### config.mk
export PLATFORM = sky130hd
export DESIGN_NAME = irq_controller
export DESIGN_NICKNAME = d
export VERILOG_FILES = /design/src/rtl/irq_controller.sv
export SDC_FILE = /design/constraint.sdc
export NUM_CORES = 1
export LEC_CHECK = 0
export CORE_MARGIN = 1
export CORE_UTILIZATION = 50
export CTS_BUF_LIST = sky130_fd_sc_hd__clkbuf_8 sky130_fd_sc_hd__clkbuf_16
export CTS_CLUSTER_SIZE = 28
export DETAILED_ROUTE_END_ITERATION = 12
export PLACE_DENSITY = 0.83
export SLEW_MARGIN = 15
export SYNTH_ARGS = -nofsm -noshare
export SYNTH_HDL_FRONTEND = slang
export SYNTH_SLANG_ARGS = --single-unit
### constraint.sdc
create_clock -name clk -period 3.2 [get_ports clk]
set_input_delay 0.32 -clock clk [delete_from_list [all_inputs] [get_ports clk]]
set_output_delay 0.32 -clock clk [all_outputs]
set_load 0.03 [all_outputs]
### src/rtl/irq_controller.sv
// Purpose : 8-source edge-triggered interrupt controller with mask, fixed priority
//           arbitration (bit 7 highest) and a req/ack/eoi handshake to the core.
// Latency : irq_in rise sampled at edge E0 -> pending at E0 -> irq_req high after E1.
// Backpressure: one request outstanding at a time; new events queue in pending
//           until the current request has been acked and closed with eoi.
//
// Ports:
//   clk        in   clock, rising edge
//   rstN       in   asynchronous active-low reset
//   irq_in     in   interrupt sources, synchronous to clk, rising-edge triggered
//   int_en     in   global interrupt enable (status[7])
//   mask_wr    in   load mask register from mask_data
//   mask_data  in   new mask value, 1 = source masked
//   irq_ack    in   core accepts the presented request (pulse)
//   eoi        in   core finished servicing (pulse)
//   irq_req    out  request to the core
//   irq_id     out  id of the presented / in-service source
//   in_service out  request acked, awaiting eoi
//   pending    out  raw pending register (mask not applied)
//   timeout    out  sticky ack-timeout flag
//
// Build option: define IRQ_TIMEOUT_EN to withdraw an un-acked request after
// ACK_TIMEOUT cycles and flag it on timeout. Without it, REQ waits indefinitely
// and timeout is constant 0.

module irq_controller #(
    parameter int NUM_IRQ     = 8,
    parameter int ID_W        = 3,
    parameter int ACK_TIMEOUT = 16
) (
    input  logic               clk,
    input  logic               rstN,
    input  logic [NUM_IRQ-1:0] irq_in,
    input  logic               int_en,
    input  logic               mask_wr,
    input  logic [NUM_IRQ-1:0] mask_data,
    input  logic               irq_ack,
    input  logic               eoi,
    output logic               irq_req,
    output logic [ID_W-1:0]    irq_id,
    output logic               in_service,
    output logic [NUM_IRQ-1:0] pending,
    output logic               timeout
);

    // The downstream 8-to-3 encoder fixes the geometry; refuse anything else.
    generate
        if (NUM_IRQ != 8 || ID_W != 3 || ACK_TIMEOUT < 1) begin : g_bad_cfg
            $error("irq_controller: unsupported NUM_IRQ/ID_W/ACK_TIMEOUT");
        end
    endgenerate

    typedef enum logic [1:0] {
        ST_IDLE    = 2'd0,
        ST_REQ     = 2'd1,
        ST_SERVICE = 2'd2
    } state_t;

    state_t             state_q;
    logic               irq_req_q;
    logic [ID_W-1:0]    irq_id_q;
    logic               in_service_q;

    logic [NUM_IRQ-1:0] irq_prev_q;
    logic [NUM_IRQ-1:0] pending_q, pending_d;
    logic [NUM_IRQ-1:0] mask_q, mask_d;

    logic [NUM_IRQ-1:0] rise;
    logic [NUM_IRQ-1:0] clr;
    logic [NUM_IRQ-1:0] eligible;
    logic [ID_W-1:0]    winner;
    logic               any_eligible;
    logic               ack_take;

    // ------------------------------------------------------------------
    // Edge capture and pending register
    // ------------------------------------------------------------------
    assign rise     = irq_in & ~irq_prev_q;
    assign ack_take = (state_q == ST_REQ) && irq_ack;

    always_comb begin
        clr = '0;
        if (ack_take) begin
            clr[irq_id_q] = 1'b1;
        end
        // Set is applied after clear so a fresh edge on the acked source
        // in the same cycle is not lost.
        pending_d = (pending_q & ~clr) | rise;
    end

    always_comb begin
        mask_d = mask_q;
        if (mask_wr) begin
            mask_d = mask_data;
        end
    end

    always_ff @(posedge clk or negedge rstN) begin
        if (!rstN) begin
            irq_prev_q <= '0;
            pending_q  <= '0;
            mask_q     <= '1;
        end else begin
            irq_prev_q <= irq_in;
            pending_q  <= pending_d;
            mask_q     <= mask_d;
        end
    end

    // ------------------------------------------------------------------
    // Fixed-priority arbitration: scanning upwards lets the highest set
    // bit overwrite lower ones, matching the encoder's ordering.
    // ------------------------------------------------------------------
    assign eligible     = pending_q & ~mask_q;
    assign any_eligible = |eligible;

    always_comb begin
        winner = '0;
        for (int i = 0; i < NUM_IRQ; i++) begin
            if (eligible[i]) begin
                winner = ID_W'(i);
            end
        end
    end

    // ------------------------------------------------------------------
    // Handshake FSM with registered outputs
    // ------------------------------------------------------------------
`ifdef IRQ_TIMEOUT_EN
    localparam int CNT_W = $clog2(ACK_TIMEOUT + 1);

    logic [CNT_W-1:0] to_cnt_q;
    logic             timeout_q;
    logic             to_expire;

    // Expiry marks the ACK_TIMEOUT-th cycle spent in REQ.
    assign to_expire = (to_cnt_q == CNT_W'(ACK_TIMEOUT - 1));
`endif

    always_ff @(posedge clk or negedge rstN) begin
        if (!rstN) begin
            state_q      <= ST_IDLE;
            irq_req_q    <= 1'b0;
            irq_id_q     <= '0;
            in_service_q <= 1'b0;
`ifdef IRQ_TIMEOUT_EN
            to_cnt_q     <= '0;
            timeout_q    <= 1'b0;
`endif
        end else begin
            case (state_q)
                ST_IDLE: begin
                    if (int_en && any_eligible) begin
                        state_q   <= ST_REQ;
                        irq_req_q <= 1'b1;
                        irq_id_q  <= winner;
`ifdef IRQ_TIMEOUT_EN
                        to_cnt_q  <= '0;
`endif
                    end
                end

                // Once presented, the request is frozen: mask, int_en and
                // higher-priority arrivals are only looked at again in IDLE.
                ST_REQ: begin
                    if (irq_ack) begin
                        state_q      <= ST_SERVICE;
                        irq_req_q    <= 1'b0;
                        in_service_q <= 1'b1;
                    end
`ifdef IRQ_TIMEOUT_EN
                    // pending is left set so the source is re-arbitrated.
                    else if (to_expire) begin
                        state_q   <= ST_IDLE;
                        irq_req_q <= 1'b0;
                        timeout_q <= 1'b1;
                    end else begin
                        to_cnt_q <= to_cnt_q + CNT_W'(1);
                    end
`endif
                end

                // No nesting: nothing new is presented until eoi.
                ST_SERVICE: begin
                    if (eoi) begin
                        state_q      <= ST_IDLE;
                        in_service_q <= 1'b0;
                    end
                end

                default: begin
                    state_q      <= ST_IDLE;
                    irq_req_q    <= 1'b0;
                    in_service_q <= 1'b0;
                end
            endcase
        end
    end

    assign irq_req    = irq_req_q;
    assign irq_id     = irq_id_q;
    assign in_service = in_service_q;
    assign pending    = pending_q;

`ifdef IRQ_TIMEOUT_EN
    assign timeout = timeout_q;
`else
    assign timeout = 1'b0;
`endif

endmodule

### After elaboration in Yosys (flattened, before gate mapping)

Index checks and enable logic that the tools add are counted.

| operators by class | value |
|---|---|
| add/subtract/negate cells | 0 |
| multipliers | 0 |
| divide/modulo/power cells | 0 |
| $lt $le $gt $ge | 2 |
| equal/unequal tests | 5 |
| shift-type cells | 0 |
| mux-type cells | 20 |
| bitwise gates (word level) | 9 |
| reduce and logical (&&, ||, !) cells | 9 |

Operator list:

| cell | number |
|---|---|
| $and 8x8->8 | 3 |
| $not 8->8 | 3 |
| $mux 3 | 6 |
| $reduce_and 3->1 | 3 |
| $mux 8 | 1 |
| $or 8x8->8 | 1 |
| $reduce_or 8->1 | 1 |
| $mux 1 | 6 |
| $mux 2 | 3 |
| $ne 2x2->1 const B | 3 |
| $pmux 1 s3 | 2 |
| $pmux 2 s3 | 1 |
| $lt 3x4->1 const B | 1 |
| $demux 1 s3 | 1 |
| $ge 3x1->1 const B | 1 |
| $logic_and 1x1->1 | 3 |
| $eq 2x1->1 const B | 1 |
| $eq 2x2->1 const B | 1 |
| $logic_not 2->1 | 1 |
| $not 1->1 | 2 |
| $reduce_and 2->1 | 1 |

| word-level totals | value |
|---|---|
| flip-flop bits (word level) | 31 |
| latch bits | 0 |
| bits in writable memories | 0 |
| memory bits (read-only) | 0 |
| input port bits | 22 |
| memories kept | 0 |

### Logic depth before layout (Yosys ltp)

Gate-level depths: netlist of the first run.

| depth | value |
|---|---|
| depth in word-level cells | 9 |
| gate-level depth with buffers | 4 |

### Worst setup path before layout of the first run

No wires, ideal clock.

| path | value |
|---|---|
| path type | register -> register |
| start point | register pending_q[7] (netlist: pending[7]) |
| end point | register irq_id_q[2] (netlist: irq_id[2]) |
| setup time | 125 ps |
| data arrival time | 1,473 ps |
| required time | 3,075 ps |
| slack | 1,602 ps |
| stages on the path, launching flop included | 5 |
| clock period less this slack | 1,598 ps |
| cells stage by stage | dfrtp_1 > nand2b_4 > nand4_4 > o311ai_4 > mux2_4 |

| between the ends | value |
|---|---|
| longest elaborated chain between the ends | 4 |
| elaborated cells between the ends (all ways) | 5 |

RTL lines:

| what | line | RTL |
|---|---|---|
| start: declaration | 65 | `logic [NUM_IRQ-1:0] pending_q, pending_d;` |
| start signal: assignment | 105 | `pending_q <= pending_d;` |
| $and 8x8->8 (*) | 114 | `assign eligible = pending_q & ~mask_q;` |
| $reduce_or 8->1 | 115 | `assign any_eligible = \|eligible;` |
| $logic_and 1x1->1 | 153 | `if (int_en && any_eligible) begin` |
| $reduce_and 2->1 (no line) | -- |  |
| end signal: assignment | 156 | `irq_id_q <= winner;` |
| end: declaration | 61 | `logic [ID_W-1:0] irq_id_q;` |

Mark *: on every way between the ends. The rest lies on a longest branch, timed or not.
A chain may end at the register's enable or synchronous reset.

### Worst setup path after layout of the first run

| path | value |
|---|---|
| start point | register irq_id_q[2] (netlist: irq_id[2]) |
| end point | output port irq_id[2] |

RTL lines:

| what | line | RTL |
|---|---|---|
| end: declaration | 40 | `output logic [ID_W-1:0] irq_id,` |

No word-level cell between the ends.

==> flow_summary.ini, run 1 <==
[run_status]
run_status = completed

[setup_path]
crit_chain = clkdlybuf4s50_1
cp_data_required_time_ns = 2.88
startpoint_type = flip-flop
worstPathBufferInverterCount = 1
crit_path_max_fanout = 7
cp-end-kind = output pin
path_delay_family = buffers and inverters
slowest_delay_ns = 0.73
slowest_stage = clkdlybuf4s50_1
worstPathArrival_ns = 1.50
r2r_slack_ns = 1.48
crit_type = flip-flop to output pin

[sta]
fin_worst_skew_ns = 0.00393
clock.fmax_mhz = 549
final-hold-violation-count = 0
tns_ns = 0
tightestPinTransition_ns = 0.544
timing.final.crit_share_pct = 56.9
fin_crit_ns = 1.82
setup_viol_count_final = 0
slew_headroom_pct = 63.7
grt_setup_unrepaired = no
drv_slew = 0

[finish]
synthToLayoutAreaGrowth_pct = 36.3
nFillCells = 191
diodes = 0
nNetsFinal = 172
layout-drive-gt1-share_pct = 21.9

[grt]
grt_pass1_vias = 942
grt_max_degree = 27
overflow = 0
antenna_found_initial = 0
grtUsageTotal_pct = 22.3
grt_pass1_wl_um = 4180

[pwr]
power_density_mw_per_mm2 = 746
power_mw = 1.34
power.leakage_nw = 0.806
ir_worst_vdd_mv = 0.629

[clock_network]
clk_latency_ns = 0.28
postCtsResizedCells = 0
htreeDepth = 2
cts_max_path_buffers = 2
ctsHoldBuffers = 0
post_cts_buffers = 0
clock-sinks = 31
numCtsBuffers = 5
cts_tree = yes
cts_root_buf = clkbuf_8
clkTransAtPathRegs_ns = 0.06

[synth]
syn_area_mm2 = 0.00131
yosysUniqueCellTypes = 26
synth-seq-cells = 31
synth_area_leaders = dfrtp_1, dfstp_2, o21ai_0
synth_top_cell_area_share_pct = 43.8
yosysWarnings = 0
synthesis.area_per_instance_um2 = 12.1
syn_inst = 109
synth.net_count = 131
synth_area_leader_cell = dfrtp_1
synth-seq-area-share_pct = 59.8

[hold_path]
hp-class = primary input to async pin

[floorplan]
ios = 36
rows = 18
die_h_um = 53.3
fp.dieArea_mm2 = 0.00284
die_w_um = 53.3
initial_core_util_pct = 53.0
core_area_mm2 = 0.00248

[route]
wirelength_um = 2540
top_layer_used = met4
drc = 0
met1Wirelength_um = 1070
met2_wirelength_um = 1240
wire_per_inst_um = 14.0
drt_iter0_drc = 9
dr_wl_met3_um = 169
via_count = 931
dr.pass1.iters = 3
via_per_inst = 5.14
ant_nets = 0

[flow_run]
drv_cap = 0

[place]
port_buffers = 34
routabilityCongestion = 0.725
hpwlAfterDp_um = 1920
-- stage by stage --
stage	instance area, um2	hold slack (ns)	util, %	instances	setup slack (ns)
3_5_place_dp	1700	0.408	68.4	173	1.43
6_report	1790	0.0218	72.3	181	1.38
2_1_floorplan	1310	0.0244	-	109	1.60
3_3_place_gp	1700	0.403	68.4	173	1.47
5_1_grt	1790	0.0560	72.3	181	1.32
4_1_cts	1800	0.417	72.5	181	1.37
-- synth_stat cells --
cell type / count
and3b_1: 1
nand2_1: 12
inv_1: 13
o21ai_0: 18
a21o_1: 1
nand2b_4: 4
buf_4: 1
o211ai_1: 1
nand4_4: 1
o311ai_4: 1
dfrtp_1: 23
dfstp_2: 8
a32oi_1: 1
clkbuf_1: 1
conb_1: 1
nand2b_1: 3
mux2_4: 2
o21ai_1: 1
mux2_2: 6
a31oi_1: 1
mux2i_1: 1
a22o_4: 1
nor2_1: 3
o31ai_1: 2
a21oi_1: 1
or2b_1: 1
-- cell families after synthesis --
family / Yosys count / synth area share (%)
buffers and inverters: 15 / 4.57
flip-flops: 31 / 59.8
AND/OR/NAND/NOR: 25 / 12.8
multiplexers: 9 / 8.19
other: 1 / 0.285
AO/OA/AOI/OAI: 28 / 14.4
-- cells in the final DEF, fill, tap and decap left out, drive strengths merged, types with 7 or more instances in the layout --
cell type / Yosys / layout
clkdlybuf4s50: 0 / 33
clkbuf: 1 / 7
mux2: 8 / 8
o21ai: 19 / 19
dfstp: 8 / 8
nand2b: 7 / 7
dfrtp: 23 / 23
inv: 13 / 14
nand2: 12 / 12
-- final timing paths --
check,from,to,cells past startpoint
setup / recovery,irq_id[2],irq_id[2],1
hold / removal,rstN,in_service,1
setup reg to reg,mask_q[7],irq_id[2],4
hold reg to reg,irq_prev_q[7],pending[7],1
max in group asynchronous,rstN,mask_q[1],2
min in group clk,irq_prev_q[7],pending[7],1
-- routing by layer --
metal  GRT usage, %  up-vias
li1               -      446
met1           26.1      443
met3           6.61        7
met4           13.6        0
met2           35.6       35
met5              0        -
-- layout make-up --
| type | instances | area, um2 | share of cell area, % |
|---|---|---|---|
| multi-input combinational | 63 | 468 | 26.1 |
| sequential | 31 | 786 | 43.9 |
| clock inverter | 1 | 3.75 | 0.210 |
| timing repair buffer | 36 | 350 | 19.6 |
| inverter | 13 | 48.8 | 2.73 |
| tap | 30 | 37.5 | 2.10 |
| clock buffer | 7 | 96.3 | 5.38 |
-- where the power goes --
part	internal [mW]	switching [mW]	leakage (nW)
clock network	0.193	0.130	0.0557
registers	0.476	0.0832	0.328
logic	0.210	0.243	0.423
total	0.879	0.456	0.806
-- flip-flops by register name, summed over array words and instances, names as in the netlist --
| signal | count |
|---|---|
| irq_prev_q | 8 |
| mask_q | 8 |
| pending | 8 |
| irq_id | 3 |
| state_q | 2 |
| in_service | 1 |
| irq_req | 1 |
(Power assumes the default switching activity.)
==> run 2, diff against run 1 <==
CORE_UTILIZATION = 47   (was 50)
PLACE_DENSITY = 0.78   (was 0.83)
clock period = 1.7 ns   (was 3.2 ns; I/O delays follow)
==> run 2 against run 1 <==
  * Hold slack improved by 0.25 ns
  * Routed wire length increased by 1.7%
  * Flip-flop and latch count unchanged
  * Cell count unchanged
  * Largest cell class unchanged
  * Largest power group unchanged
==> flow_summary.ini, run 2 (synthesized netlist as in run 1, its figures left out) <==
[sta]
clock.fmax_mhz = 614
whs_ns = 0.277
setup_viol_count_final = 0
fin_crit_ns = 1.63
fin_worst_skew_ns = 0.00228
drv_slew = 0
grt_setup_unrepaired = no
timing.final.crit_share_pct = 95.8
tns_ns = 0
final-hold-violation-count = 0

[floorplan]
die_h_um = 54.9
rows = 18
ios = 36
initial_core_util_pct = 51.2
die_w_um = 54.9
core_area_mm2 = 0.00257
fp.dieArea_mm2 = 0.00301

[grt]
overflow = 0
grt_pass1_wl_um = 4040
grt_max_degree = 32
antenna_found_initial = 0
grt_pass1_vias = 907
grtUsageTotal_pct = 20.8

[route]
drc = 0
wire_per_inst_um = 14.2
via_count = 927
wirelength_um = 2580
dr.pass1.iters = 4
via_per_inst = 5.12
drt_iter0_drc = 12
ant_nets = 0

[pwr]
ir_worst_vdd_mv = 1.23
power.leakage_nw = 0.807
power_density_mw_per_mm2 = 1410

[clock_network]
clkTransAtPathRegs_ns = 0.06
clk_latency_ns = 0.28
clock-sinks = 31
htreeDepth = 2
cts_root_buf = clkbuf_8
numCtsBuffers = 5
cts_tree = yes
post_cts_buffers = 0
cts_max_path_buffers = 2

[setup_path]
crit_chain = clkdlybuf4s50_1
crit_start = irq_id[1]
cp-end-kind = output pin
slowest_stage = clkdlybuf4s50_1
slowest_delay_ns = 0.71
path_delay_family = buffers and inverters
worstPathArrival_ns = 1.46
worstPathBufferInverterCount = 1
r2r_start = mask_q[6]
cp_data_required_time_ns = 1.53
crit_path_max_fanout = 6
startpoint_type = flip-flop
crit_type = flip-flop to output pin

[finish]
synthToLayoutAreaGrowth_pct = 36.9
nNetsFinal = 172
nFillCells = 214
fin_util_pct = 70.0
final_cell_mix = clkdlybuf4s50_1, dfrtp_1, o21ai_0, inv_1, nand2_1
layout_commonest_cell = clkdlybuf4s50_1
layout-drive-gt1-share_pct = 21.2
diodes = 0

[place]
port_buffers = 34
routabilityCongestion = 0.749
hpwlAfterDp_um = 1930

[flow_run]
drv_cap = 0

[run_status]
run_status = completed

[hold_path]
hp-class = primary input to async pin
==> run 2: stage by stage <==
step | cells | area (um2) | setup slack, ns | power (mW)
final | 181 | 1800 | 0.0706 | 2.53
after global routing | 181 | 1800 | 0.0372 | 2.69
after CTS | 181 | 1800 | 0.00839 | 2.57
after detailed placement | 173 | 1700 | 0.100 | 1.94
after global placement | 173 | 1700 | 0.146 | 1.91
after floorplan | 109 | 1310 | 0.102 | 1.57
==> run 2: path summary, 6_finish.rpt <==
kind	end	slack, ns	cells after the start
hold / removal	irq_req	0.28	2
setup reg to reg	irq_id[0]	0.09	4
max in group asynchronous	mask_q[4]	1.11	2
setup / recovery	irq_id[1]	0.07	1
hold reg to reg	pending[5]	0.42	1
min in group clk	irq_prev_q[2]	0.35	1
==> run 2: timing repair <==
item,CTS,global route
hold endpoints to repair,0,0
hold buffers,0,0
gates resized for setup,0,1
setup endpoints to repair,0,1
==> run 2: area by class of cell <==
cell class | instances | area [um2] | share of cell area [%]
multi-input combinational | 63 | 468 | 26.0
clock buffer | 7 | 96.3 | 5.36
tap | 30 | 37.5 | 2.09
clock inverter | 1 | 3.75 | 0.209
sequential | 31 | 786 | 43.7
timing repair buffer | 36 | 358 | 19.9
inverter | 13 | 48.8 | 2.71
==> run 2: layer usage <==
metal  wire length [um]  global-route usage [%]  vias to the layer above
met1               1130                    23.7                      439
li1                   -                       -                      445
met4                 38                    8.97                        0
met2               1210                    33.5                       38
met3                208                    9.17                        5
met5                  0                       0                        -
==> run 2: power breakdown <==
part | switching, mW | internal, mW | leakage [nW] | total [mW]
sequential | 0.161 | 0.896 | 0.328 | 1.06
clock | 0.254 | 0.362 | 0.0557 | 0.616
combinational | 0.458 | 0.404 | 0.424 | 0.861
==> run 2: worst register-to-register path: cells and delay by family (launching register included) <==
kind               cells  cell delay, ns
muxes                  1            0.33
and+or+nand+nor        2            0.26
DFF                    1            0.53
AOI/OAI and AO/OA      1            0.37
==> run 3, diff against run 2 <==
CORE_MARGIN = 2   (was 1)
==> run 3 against run 2 <==
  * Worst setup slack got worse by 0.030 ns
  * Critical endpoint is now irq_id[2]
  * Cell area down 0.97%
  * Clock power down 13%
  * Largest cell class unchanged
  * Die area is 7.4% higher
  * Maximum frequency down 1.8%
  * Cell count is 0.55% higher
  * Combinational power up 1%
  * Global-route usage down 1.5 points
  * Register-to-register slack worse by 0.05 ns
  * Sequential power is essentially flat
  * Highest routed layer unchanged
==> flow_summary.ini, run 3 (synthesized netlist as in run 1, its figures left out) <==
[pwr]
power.leakage_nw = 0.802
power_density_mw_per_mm2 = 1380
ir_worst_vdd_mv = 1.05

[place]
routabilityCongestion = 0.781
port_buffers = 34
dpl.cell_count = 174
hpwlAfterDp_um = 2050

[floorplan]
fp.dieArea_mm2 = 0.00323
core_area_mm2 = 0.00271
rows = 19
die_h_um = 56.9
die_w_um = 56.9
initial_core_util_pct = 48.5
ios = 36

[grt]
grt_max_degree = 32
grt_pass1_vias = 1054
overflow = 0
grt_pass1_wl_um = 4640
antenna_found_initial = 0
grtUsageTotal_pct = 19.4

[sta]
whs_ns = 0.277
setup_viol_count_final = 0
timing.final.crit_share_pct = 97.6
clock.fmax_mhz = 603
fin_worst_skew_ns = 0.00749
grt_setup_unrepaired = no
fin_crit_ns = 1.66
drv_slew = 0
final-hold-violation-count = 0
tns_ns = 0

[route]
via_per_inst = 5.26
wire_per_inst_um = 15.2
ant_nets = 0
via_count = 957
drt_iter0_drc = 28
dr.pass1.iters = 6
wirelength_um = 2770
drc = 0

[setup_path]
slowest_delay_ns = 0.51
startpoint_type = flip-flop
path_delay_family = compound AO/OA/AOI/OAI gates
path_depth = 4
cp-end-kind = flip-flop
r2r_start = mask_q[1]
r2r_slack_ns = 0.04
r2r_cells = 4
worstPathArrival_ns = 1.83
worstPathBufferInverterCount = 1
slowest_stage = dfstp_2
reg2reg_to = irq_id[2]
crit_path_max_fanout = 3
cp_data_required_time_ns = 1.87
crit_start = mask_q[1]
crit_type = flip-flop to flip-flop
crit_chain = inv_1, a22o_4, o311ai_4, mux2_4

[hold_path]
hp-class = primary input to async pin

[clock_network]
clock-sinks = 31
clk_latency_ns = 0.28
numCtsBuffers = 5
cts_root_buf = clkbuf_8
htreeDepth = 2
cts_max_path_buffers = 2
clkTransAtPathRegs_ns = 0.06
cts_tree = yes
ctsHoldBuffers = 0

[flow_run]
drv_cap = 0

[finish]
layout-drive-gt1-share_pct = 20.5
fin_util_pct = 65.7
diodes = 0
nNetsFinal = 172
synthToLayoutAreaGrowth_pct = 35.5
final_cell_mix = clkdlybuf4s50_1, dfrtp_1, o21ai_0, inv_1, nand2_1
layout_commonest_cell = clkdlybuf4s50_1
fin_cells = 182

[run_status]
run_status = completed
-- run 3: metrics by stage --
stage                     power (mW)  instance area (um2)  setup slack, ns
after floorplan                 1.57                 1310            0.102
after global placement          1.91                 1700            0.146
after detailed placement        1.94                 1700           0.0547
after CTS                       2.48                 1780           0.0310
after global routing            2.59                 1780          0.00123
final                           2.46                 1780           0.0411
-- run 3: worst max-delay path by stage --
stage	slack, ns	end
3_5_place_dp	0.05	irq_id[2]
5_1_grt	0.001	irq_id[1]
6_report	0.04	irq_id[2]
2_1_floorplan	0.10	irq_id[2]
3_3_place_gp	0.15	irq_id[0]
4_1_cts	0.03	irq_id[2]
-- run 3: report_power, final --
part,leakage [nW],switching (mW),internal (mW)
Clock,0.0505,0.260,0.274
Combinational,0.424,0.467,0.404
Sequential,0.328,0.160,0.896
Total,0.802,0.888,1.57
-- run 3: cell type report --
cell class | instances | area (um2)
clock inverters | 3 | 12.5
fillers | 235 | 930
repair buffers | 36 | 358
flip-flops and latches | 31 | 786
clock buffers | 5 | 68.8
inverters | 13 | 48.8
well taps | 31 | 38.8
multi-input cells | 63 | 468
-- run 3: routing by layer --
| metal | wire length, um | global-route usage (%) |
|---|---|---|
| met4 | 12 | 6.64 |
| met2 | 1430 | 31.6 |
| met3 | 225 | 8.76 |
| met5 | 0 | 0 |
| met1 | 1110 | 22.6 |
-- run 3: repair_timing --
item / 4_1_cts / 5_1_grt
setup buffers: 0 / 0
setup endpoints to repair: 0 / 3
gates resized for setup: 0 / 1
